File: src/rtl/sme_pkg.sv
// Shared types and constants for the string-match engine and its feeder.
package sme_pkg;

    localparam int unsigned STR_MAX_DEF = 32;
    localparam int unsigned PAT_MAX_DEF = 9;
    localparam int unsigned TIMEOUT_DEF = 63;

    localparam int unsigned ERR_TRUNC = 0;
    localparam int unsigned ERR_ABORT = 1;

    localparam logic [7:0] CH_CARET  = 8'h5E;
    localparam logic [7:0] CH_DOT    = 8'h2E;
    localparam logic [7:0] CH_DOLLAR = 8'h24;
    localparam logic [7:0] CH_SPACE  = 8'h20;

    typedef enum logic [2:0] {
        ACCEPT,
        DRIVE_STR,
        DRIVE_PAT,
        GAP,
        WAIT_RES,
        HOLD
    } feed_state_t;

endpackage

File: src/rtl/sme_byte_buf.sv
// Byte buffer with saturating write count, sticky overflow and a sequential read pointer.
module sme_byte_buf #(
    parameter int unsigned DEPTH = 8,
    localparam int unsigned CW = $clog2(DEPTH + 1),
    localparam int unsigned AW = (DEPTH > 1) ? $clog2(DEPTH) : 1
) (
    input  logic          clk,
    input  logic          reset,
    input  logic          clear,
    input  logic          restart,
    input  logic          wr_en,
    input  logic [7:0]    wr_data,
    input  logic          rd_adv,
    output logic [CW-1:0] count,
    output logic          overflow,
    output logic [7:0]    rd_data,
    output logic          rd_last
);

    logic [7:0]    mem [0:(1<<AW)-1];
    logic [CW-1:0] rd_ptr;
    logic          full;

    assign full    = (count == CW'(DEPTH));
    assign rd_data = mem[rd_ptr[AW-1:0]];
    assign rd_last = (rd_ptr == count - CW'(1));

    // Storage has no reset; contents are only meaningful below count.
    always_ff @(posedge clk) begin
        if (wr_en && (restart || !full))
            mem[restart ? AW'(0) : count[AW-1:0]] <= wr_data;
    end

    always_ff @(posedge clk or posedge reset) begin
        if (reset) begin
            count    <= '0;
            overflow <= 1'b0;
            rd_ptr   <= '0;
        end else if (clear) begin
            count    <= '0;
            overflow <= 1'b0;
            rd_ptr   <= '0;
        end else begin
            if (wr_en) begin
                if (restart) begin
                    count    <= CW'(1);
                    overflow <= 1'b0;
                end else if (!full) begin
                    count <= count + CW'(1);
                end else begin
                    overflow <= 1'b1;
                end
            end
            if (rd_adv)
                rd_ptr <= rd_ptr + CW'(1);
        end
    end

endmodule

File: src/rtl/sme_feeder.sv
// Buffers one string/pattern job, replays it to the matcher and holds the result.
module sme_feeder
    import sme_pkg::*;
#(
    parameter int unsigned STR_MAX = STR_MAX_DEF,
    parameter int unsigned PAT_MAX = PAT_MAX_DEF,
    parameter int unsigned TIMEOUT = TIMEOUT_DEF
) (
    input  logic       clk,
    input  logic       reset,
    input  logic       in_valid,
    output logic       in_ready,
    input  logic [7:0] in_data,
    input  logic       in_kind,
    input  logic       in_last,
    output logic [7:0] chardata,
    output logic       isstring,
    output logic       ispattern,
    input  logic       sme_valid,
    input  logic       sme_match,
    input  logic [4:0] sme_index,
    output logic       res_valid,
    input  logic       res_ready,
    output logic       res_match,
    output logic [4:0] res_index,
    output logic [1:0] res_err
);

    localparam int unsigned SCW = $clog2(STR_MAX + 1);
    localparam int unsigned PCW = $clog2(PAT_MAX + 1);
    localparam int unsigned TW  = $clog2(TIMEOUT + 1);

    feed_state_t state_q, state_n;

    logic           in_ready_n, isstring_n, ispattern_n;
    logic [7:0]     chardata_n;
    logic           res_valid_n, res_match_n;
    logic [4:0]     res_index_n;
    logic [1:0]     res_err_n;
    logic           drv_last, drv_last_n;
    logic           str_open, str_open_n;
    logic           str_loaded, str_loaded_n;
    logic           trunc, trunc_n;
    logic [TW-1:0]  cnt, cnt_n;

    logic           str_wr, str_restart, str_adv, pat_wr, pat_adv, buf_clear;
    logic [SCW-1:0] str_cnt;
    logic [PCW-1:0] pat_cnt, pat_len_next;
    logic           str_ovf, pat_ovf, str_rd_last, pat_rd_last;
    logic [7:0]     str_rd_data, pat_rd_data;

    sme_byte_buf #(.DEPTH(STR_MAX)) u_str_buf (
        .clk      (clk),
        .reset    (reset),
        .clear    (buf_clear),
        .restart  (str_restart),
        .wr_en    (str_wr),
        .wr_data  (in_data),
        .rd_adv   (str_adv),
        .count    (str_cnt),
        .overflow (str_ovf),
        .rd_data  (str_rd_data),
        .rd_last  (str_rd_last)
    );

    sme_byte_buf #(.DEPTH(PAT_MAX)) u_pat_buf (
        .clk      (clk),
        .reset    (reset),
        .clear    (buf_clear),
        .restart  (1'b0),
        .wr_en    (pat_wr),
        .wr_data  (in_data),
        .rd_adv   (pat_adv),
        .count    (pat_cnt),
        .overflow (pat_ovf),
        .rd_data  (pat_rd_data),
        .rd_last  (pat_rd_last)
    );

    // Pattern length once the byte being accepted now has landed.
    assign pat_len_next = (pat_cnt == PCW'(PAT_MAX)) ? pat_cnt : pat_cnt + PCW'(1);

    always_ff @(posedge clk or posedge reset) begin
        if (reset) state_q <= ACCEPT;
        else       state_q <= state_n;
    end

    always_comb begin
        state_n      = state_q;
        isstring_n   = 1'b0;
        ispattern_n  = 1'b0;
        chardata_n   = 8'h00;
        res_valid_n  = res_valid;
        res_match_n  = res_match;
        res_index_n  = res_index;
        res_err_n    = res_err;
        drv_last_n   = drv_last;
        str_open_n   = str_open;
        str_loaded_n = str_loaded;
        cnt_n        = cnt;
        trunc_n      = trunc | str_ovf | pat_ovf;
        str_wr       = 1'b0;
        str_restart  = 1'b0;
        str_adv      = 1'b0;
        pat_wr       = 1'b0;
        pat_adv      = 1'b0;
        buf_clear    = 1'b0;

        unique case (state_q)
            ACCEPT: begin
                if (in_valid && !in_kind) begin
                    str_wr      = 1'b1;
                    str_restart = !str_open;
                    str_open_n  = !in_last;
                end else if (in_valid) begin
                    pat_wr = 1'b1;
                    if (in_last) begin
                        if (str_cnt != '0) begin
                            state_n      = DRIVE_STR;
                            isstring_n   = 1'b1;
                            chardata_n   = str_rd_data;
                            drv_last_n   = str_rd_last;
                            str_adv      = 1'b1;
                            str_loaded_n = 1'b1;
                        end else if (str_loaded) begin
                            // pat[0] may be the byte arriving this cycle, so bypass it.
                            state_n     = DRIVE_PAT;
                            ispattern_n = 1'b1;
                            chardata_n  = (pat_cnt == '0) ? in_data : pat_rd_data;
                            drv_last_n  = (pat_len_next == PCW'(1));
                            pat_adv     = 1'b1;
                        end else begin
                            state_n                = HOLD;
                            res_valid_n            = 1'b1;
                            res_match_n            = 1'b0;
                            res_index_n            = 5'd0;
                            res_err_n              = 2'b00;
                            res_err_n[ERR_ABORT]   = 1'b1;
                        end
                    end
                end
            end
            DRIVE_STR: begin
                if (drv_last) begin
                    state_n     = DRIVE_PAT;
                    ispattern_n = 1'b1;
                    chardata_n  = pat_rd_data;
                    drv_last_n  = pat_rd_last;
                    pat_adv     = 1'b1;
                end else begin
                    isstring_n = 1'b1;
                    chardata_n = str_rd_data;
                    drv_last_n = str_rd_last;
                    str_adv    = 1'b1;
                end
            end
            DRIVE_PAT: begin
                if (drv_last) begin
                    state_n = GAP;
                end else begin
                    ispattern_n = 1'b1;
                    chardata_n  = pat_rd_data;
                    drv_last_n  = pat_rd_last;
                    pat_adv     = 1'b1;
                end
            end
            GAP: begin
                state_n = WAIT_RES;
                cnt_n   = '0;
            end
            WAIT_RES: begin
                cnt_n = cnt + TW'(1);
                if (sme_valid) begin
                    state_n              = HOLD;
                    res_valid_n          = 1'b1;
                    res_match_n          = sme_match;
                    res_index_n          = sme_index;
                    res_err_n            = 2'b00;
                    res_err_n[ERR_TRUNC] = trunc;
                end else if (cnt + TW'(1) == TW'(TIMEOUT)) begin
                    state_n              = HOLD;
                    res_valid_n          = 1'b1;
                    res_match_n          = 1'b0;
                    res_index_n          = 5'd0;
                    res_err_n            = 2'b00;
                    res_err_n[ERR_ABORT] = 1'b1;
                end
            end
            HOLD: begin
                if (res_ready) begin
                    state_n     = ACCEPT;
                    res_valid_n = 1'b0;
                    buf_clear   = 1'b1;
                    str_open_n  = 1'b0;
                    trunc_n     = 1'b0;
                    cnt_n       = '0;
                end
            end
            default: state_n = ACCEPT;
        endcase

        in_ready_n = (state_n == ACCEPT);
    end

    always_ff @(posedge clk or posedge reset) begin
        if (reset) begin
            in_ready   <= 1'b1;
            chardata   <= 8'h00;
            isstring   <= 1'b0;
            ispattern  <= 1'b0;
            res_valid  <= 1'b0;
            res_match  <= 1'b0;
            res_index  <= 5'd0;
            res_err    <= 2'b00;
            drv_last   <= 1'b0;
            str_open   <= 1'b0;
            str_loaded <= 1'b0;
            trunc      <= 1'b0;
            cnt        <= '0;
        end else begin
            in_ready   <= in_ready_n;
            chardata   <= chardata_n;
            isstring   <= isstring_n;
            ispattern  <= ispattern_n;
            res_valid  <= res_valid_n;
            res_match  <= res_match_n;
            res_index  <= res_index_n;
            res_err    <= res_err_n;
            drv_last   <= drv_last_n;
            str_open   <= str_open_n;
            str_loaded <= str_loaded_n;
            trunc      <= trunc_n;
            cnt        <= cnt_n;
        end
    end

endmodule

File: config.mk
export PLATFORM = sky130hd
export DESIGN_NAME = sme_feeder
export DESIGN_NICKNAME = d
export VERILOG_FILES = /design/src/rtl/sme_pkg.sv /design/src/rtl/sme_byte_buf.sv /design/src/rtl/sme_feeder.sv
export SDC_FILE = /design/constraint.sdc
export NUM_CORES = 1
export LEC_CHECK = 0
export ABC_AREA = 1
export BUFFER_PORTS_ARGS = -buffer_cell sky130_fd_sc_hd__buf_2
export CAP_MARGIN = 20
export CORE_MARGIN = 1.5
export CORE_UTILIZATION = 62
export DETAILED_ROUTE_END_ITERATION = 6
export PLACE_DENSITY = 0.84
export SYNTH_ARGS = -nofsm -noshare
export SYNTH_HDL_FRONTEND = slang
export SYNTH_SLANG_ARGS = --single-unit
File: constraint.sdc
create_clock -name clk -period 2.9 [get_ports clk]
set_clock_uncertainty 0.2 [all_clocks]
set_input_delay 0.29 -clock clk [delete_from_list [all_inputs] [get_ports clk]]
set_output_delay 0.29 -clock clk [all_outputs]
set_load 0.01 [all_outputs]
==> impl_metrics.env <==
export IMPL_core_area_um2=29600
export IMPL_hold_path_class="in -> reg"
export IMPL_synthCells=1661
export IMPL_cts_buffer_depth=3
export IMPL_synth_seq_cells=439
export IMPL_n_antenna_cell=0
export IMPL_grt_overflow=0
export IMPL_grt_util_met1_pct=39.3
export IMPL_use_met2_pct=50.6
export IMPL_clk_latency_ns=0.54
export IMPL_rows=63
export IMPL_drcViolationCount=3
export IMPL_grt_start_max_net_pins=144
export IMPL_period_needed_ns=2.66
export IMPL_hpwlAfterDp_um=29200
export IMPL_post_dp_cell_area_um2=19700
export IMPL_grt_pass1_vias=13137
export IMPL_max_slew_margin_pct=46.9
export IMPL_path_clk_slew_ns=0.07
export IMPL_dpl_cell_count=2085
export IMPL_grt_pass1_wl_um=71100
export IMPL_routed_wl_um=46000
export IMPL_antenna_found_initial=0
export IMPL_drtIter0Drc=2122
export IMPL_ir_drop_uv=629
export IMPL_async_reset_ff_share_pct=12.5
export IMPL_synth_seq_area_share_pct=69.0
export IMPL_maxSlewViolCount=0
export IMPL_die_h_um=177
export IMPL_h_tree_depth=2
export IMPL_max_stage_delay_ns=0.60
export IMPL_final_core_util_pct=71.1
export IMPL_nets=1784
export IMPL_final_cells=2174
export IMPL_via_per_inst=6.12
export IMPL_worst_path_max_delay_cell="nor2_1"
export IMPL_yosysWarningCount=0
export IMPL_drv_cap=0
export IMPL_crit_required_ns=2.88
export IMPL_ant_nets=0
export IMPL_synth_top_flop_cell="edfxtp_1"
export IMPL_r2r_cells=7
export IMPL_period_share_pct=91.6
export IMPL_synth_area_per_cell_um2=11.3
export IMPL_end_kind="flip-flop"
export IMPL_cts_buffers=43
export IMPL_critPathMaxFanout=8
export IMPL_p_per_area_nw_per_um2=939
export IMPL_worstPathArrival_ns=2.63
export IMPL_area_delta_synth_final_pct=12.6
export IMPL_die_w_um=177
export IMPL_tightest_slew_ns=0.797
export IMPL_die_area_um2=31200
export IMPL_status="finished, violations left"
export IMPL_finalSetupViolCount=0
export IMPL_power_total_mw=19.8
export IMPL_drt_pass1_iterations=7
export IMPL_drive_gt1_share_pct=12.3
export IMPL_crit_path_cell_trace="inv_1, ha_1, nand3_2, nand2_2, nor2_2, a21oi_4, nor2_1"
export IMPL_syn_cell_area_um2=18700
export IMPL_start_util_pct=63.1
export IMPL_critical_path_class="reg -> reg"
export IMPL_globalplace_congestion=0.950
export IMPL_rsz0062_at_grt="false"
export IMPL_clockRootBuffer="clkbuf_16"
export IMPL_port_buffers=40
export IMPL_use_met3_pct=4.27
export IMPL_finalSetupTns_ns=0
export IMPL_track_usage_pct=30.1
export IMPL_cts_tree="built"
export IMPL_synth_distinct_cells=44
export IMPL_final_area_um2=21100
export IMPL_clock_sinks=439
export IMPL_p_leak_nw=7.90
export IMPL_hold_viol=0
export IMPL_worst_setup_path_start_kind="flip-flop"
export IMPL_max_freq_ghz=0.377
export IMPL_whs_path_depth=1
export IMPL_wl_per_cell_um=21.2
export IMPL_gr_max_usage_layer="met2"
export IMPL_ioPinCount=41
export IMPL_num_vias=13303
export IMPL_synth_edf_count=384
export IMPL_violations="design-rule violations"
layout by cell type, fill, tap and decap left out, types with 2 or more instances in the layout:
master         count
dfrtp_1           52
o21ai_1           16
buf_12             9
nand2_1          340
clkinv_2          13
clkinv_1          11
buf_4             58
inv_1             79
nand3_1           90
clkbuf_16         44
buf_2             40
a21oi_1           46
xor2_1            10
nand3_2            6
bufinv_16          2
xnor2_1            2
nor2_1           217
conb_1             8
inv_2             14
a31oi_1            8
o21ai_0          155
o211ai_1          48
nor3_1             5
dlygate4sd3_1     11
edfxtp_1         384
nand2_2            3
clkbuf_1           9
nor2_4             6
a21boi_0          16
nor3b_1            8
a21oi_2            3
nand4_1           13
ha_1              12
nor2_2            10
o22ai_1           20
critical path, delay by kind of cell, from the launching register on:
family	cells	cell delay (ns)
and+or+nand+nor	4	1.01
DFF	1	0.45
adders and majority gates	1	0.28
buffers and inverters	1	0.18
AOI/OAI and AO/OA	1	0.16
flip-flops by register name, summed over array words and instances, names as in the netlist, 2 cells and up:
| register | count |
|---|---|
| u_pat_buf.rd_ptr | 4 |
| u_str_buf.rd_ptr | 6 |
| cnt | 6 |
| u_pat_buf.count | 4 |
| u_pat_buf.mem | 128 |
| u_str_buf.count | 6 |
| res_err | 2 |
| state_q | 3 |
| chardata | 8 |
| u_str_buf.mem | 256 |
| res_index | 5 |
where the power goes:
group | internal (mW) | switching, mW | total (mW)
Combinational | 2.00 | 4.88 | 6.89
Clock | 2.97 | 2.31 | 5.28
Sequential | 7.31 | 0.311 | 7.62
Total | 12.3 | 7.50 | 19.8
Yosys cell counts, types with 2 or more instances:
library cell / instances / share of area [%]
nand2_2: 3 / 0.10
a21oi_2: 2 / 0.094
nand3_1: 90 / 2.4
dfrtp_1: 54 / 7.2
buf_6: 2 / 0.12
nor3b_1: 8 / 0.32
o21ai_1: 16 / 0.43
nor2_2: 10 / 0.33
clkinv_1: 4 / 0.080
inv_1: 80 / 1.6
clkbuf_1: 28 / 0.56
nor2_4: 6 / 0.36
edfxtp_1: 384 / 62
a31oi_1: 8 / 0.27
inv_2: 13 / 0.26
a21oi_1: 47 / 1.3
nor2_1: 217 / 4.4
o21ai_0: 155 / 4.1
nand3_2: 6 / 0.32
nand4_1: 13 / 0.43
ha_1: 12 / 0.80
o211ai_1: 48 / 1.9
buf_2: 34 / 0.91
xnor2_1: 2 / 0.094
a21boi_0: 16 / 0.64
xor2_1: 10 / 0.47
o22ai_1: 20 / 0.67
buf_4: 11 / 0.44
nand2_1: 340 / 6.8
buf_1: 4 / 0.080
nor3_1: 5 / 0.13
cell type report:
cell class | instances | area (um2)
inverter | 98 | 370
timing repair buffer | 118 | 926
sequential | 439 | 12900
clock buffer | 53 | 1130
tap | 390 | 488
fill | 1905 | 8560
multi-input combinational | 1051 | 5070
clock inverter | 25 | 184
path summary, 6_finish.rpt:
| kind | from | end | slack (ns) |
|---|---|---|---|
| hold / removal | in_data[2] | u_pat_buf.mem[3][2] | 0.02 |
| setup / recovery | u_str_buf.count[1] | u_str_buf.mem[12][0] | 0.24 |
| hold reg to reg | res_err[0] | res_err[0] | 0.27 |
| min in group asynchronous | reset | res_index[3] | 0.30 |
| max in group asynchronous | reset | u_str_buf.rd_ptr[0] | 1.63 |
| setup reg to reg | u_str_buf.count[1] | u_str_buf.mem[12][0] | 0.24 |
repair_timing:
action | 4_1_cts | 5_1_grt
setup buffers | 0 | 0
hold buffers | 11 | 0
hold endpoints to repair | 65 | 0
setup endpoints to repair | 0 | 8
gates resized for setup | 0 | 1
layer usage:
metal,up-vias,wire length (um)
met4,0,2050
met5,-,0
met2,803,22600
li1,5970,-
met3,158,4210
met1,6372,17100
kinds of logic (layout without fill, tap and decap cells):
logic type,after synthesis,in the layout,synth area share (%)
simple gates,704,704,15.9
flops,439,439,69.0
compound gates,315,315,9.59
buf+inv,178,294,4.12
fa+ha+maj,12,12,0.802
xor+xnor,12,12,0.562
other cells,1,8,0.0200
metrics by stage:
stage / setup slack [ns] / hold slack, ns
after floorplan: 0.613 / 0.189
after global placement: 0.310 / 0.247
after detailed placement: 0.121 / 0.259
after CTS: 0.111 / 0.00660
after global routing: 0.122 / 0.0101
final: 0.245 / 0.0179
(Power assumes the default switching activity.)
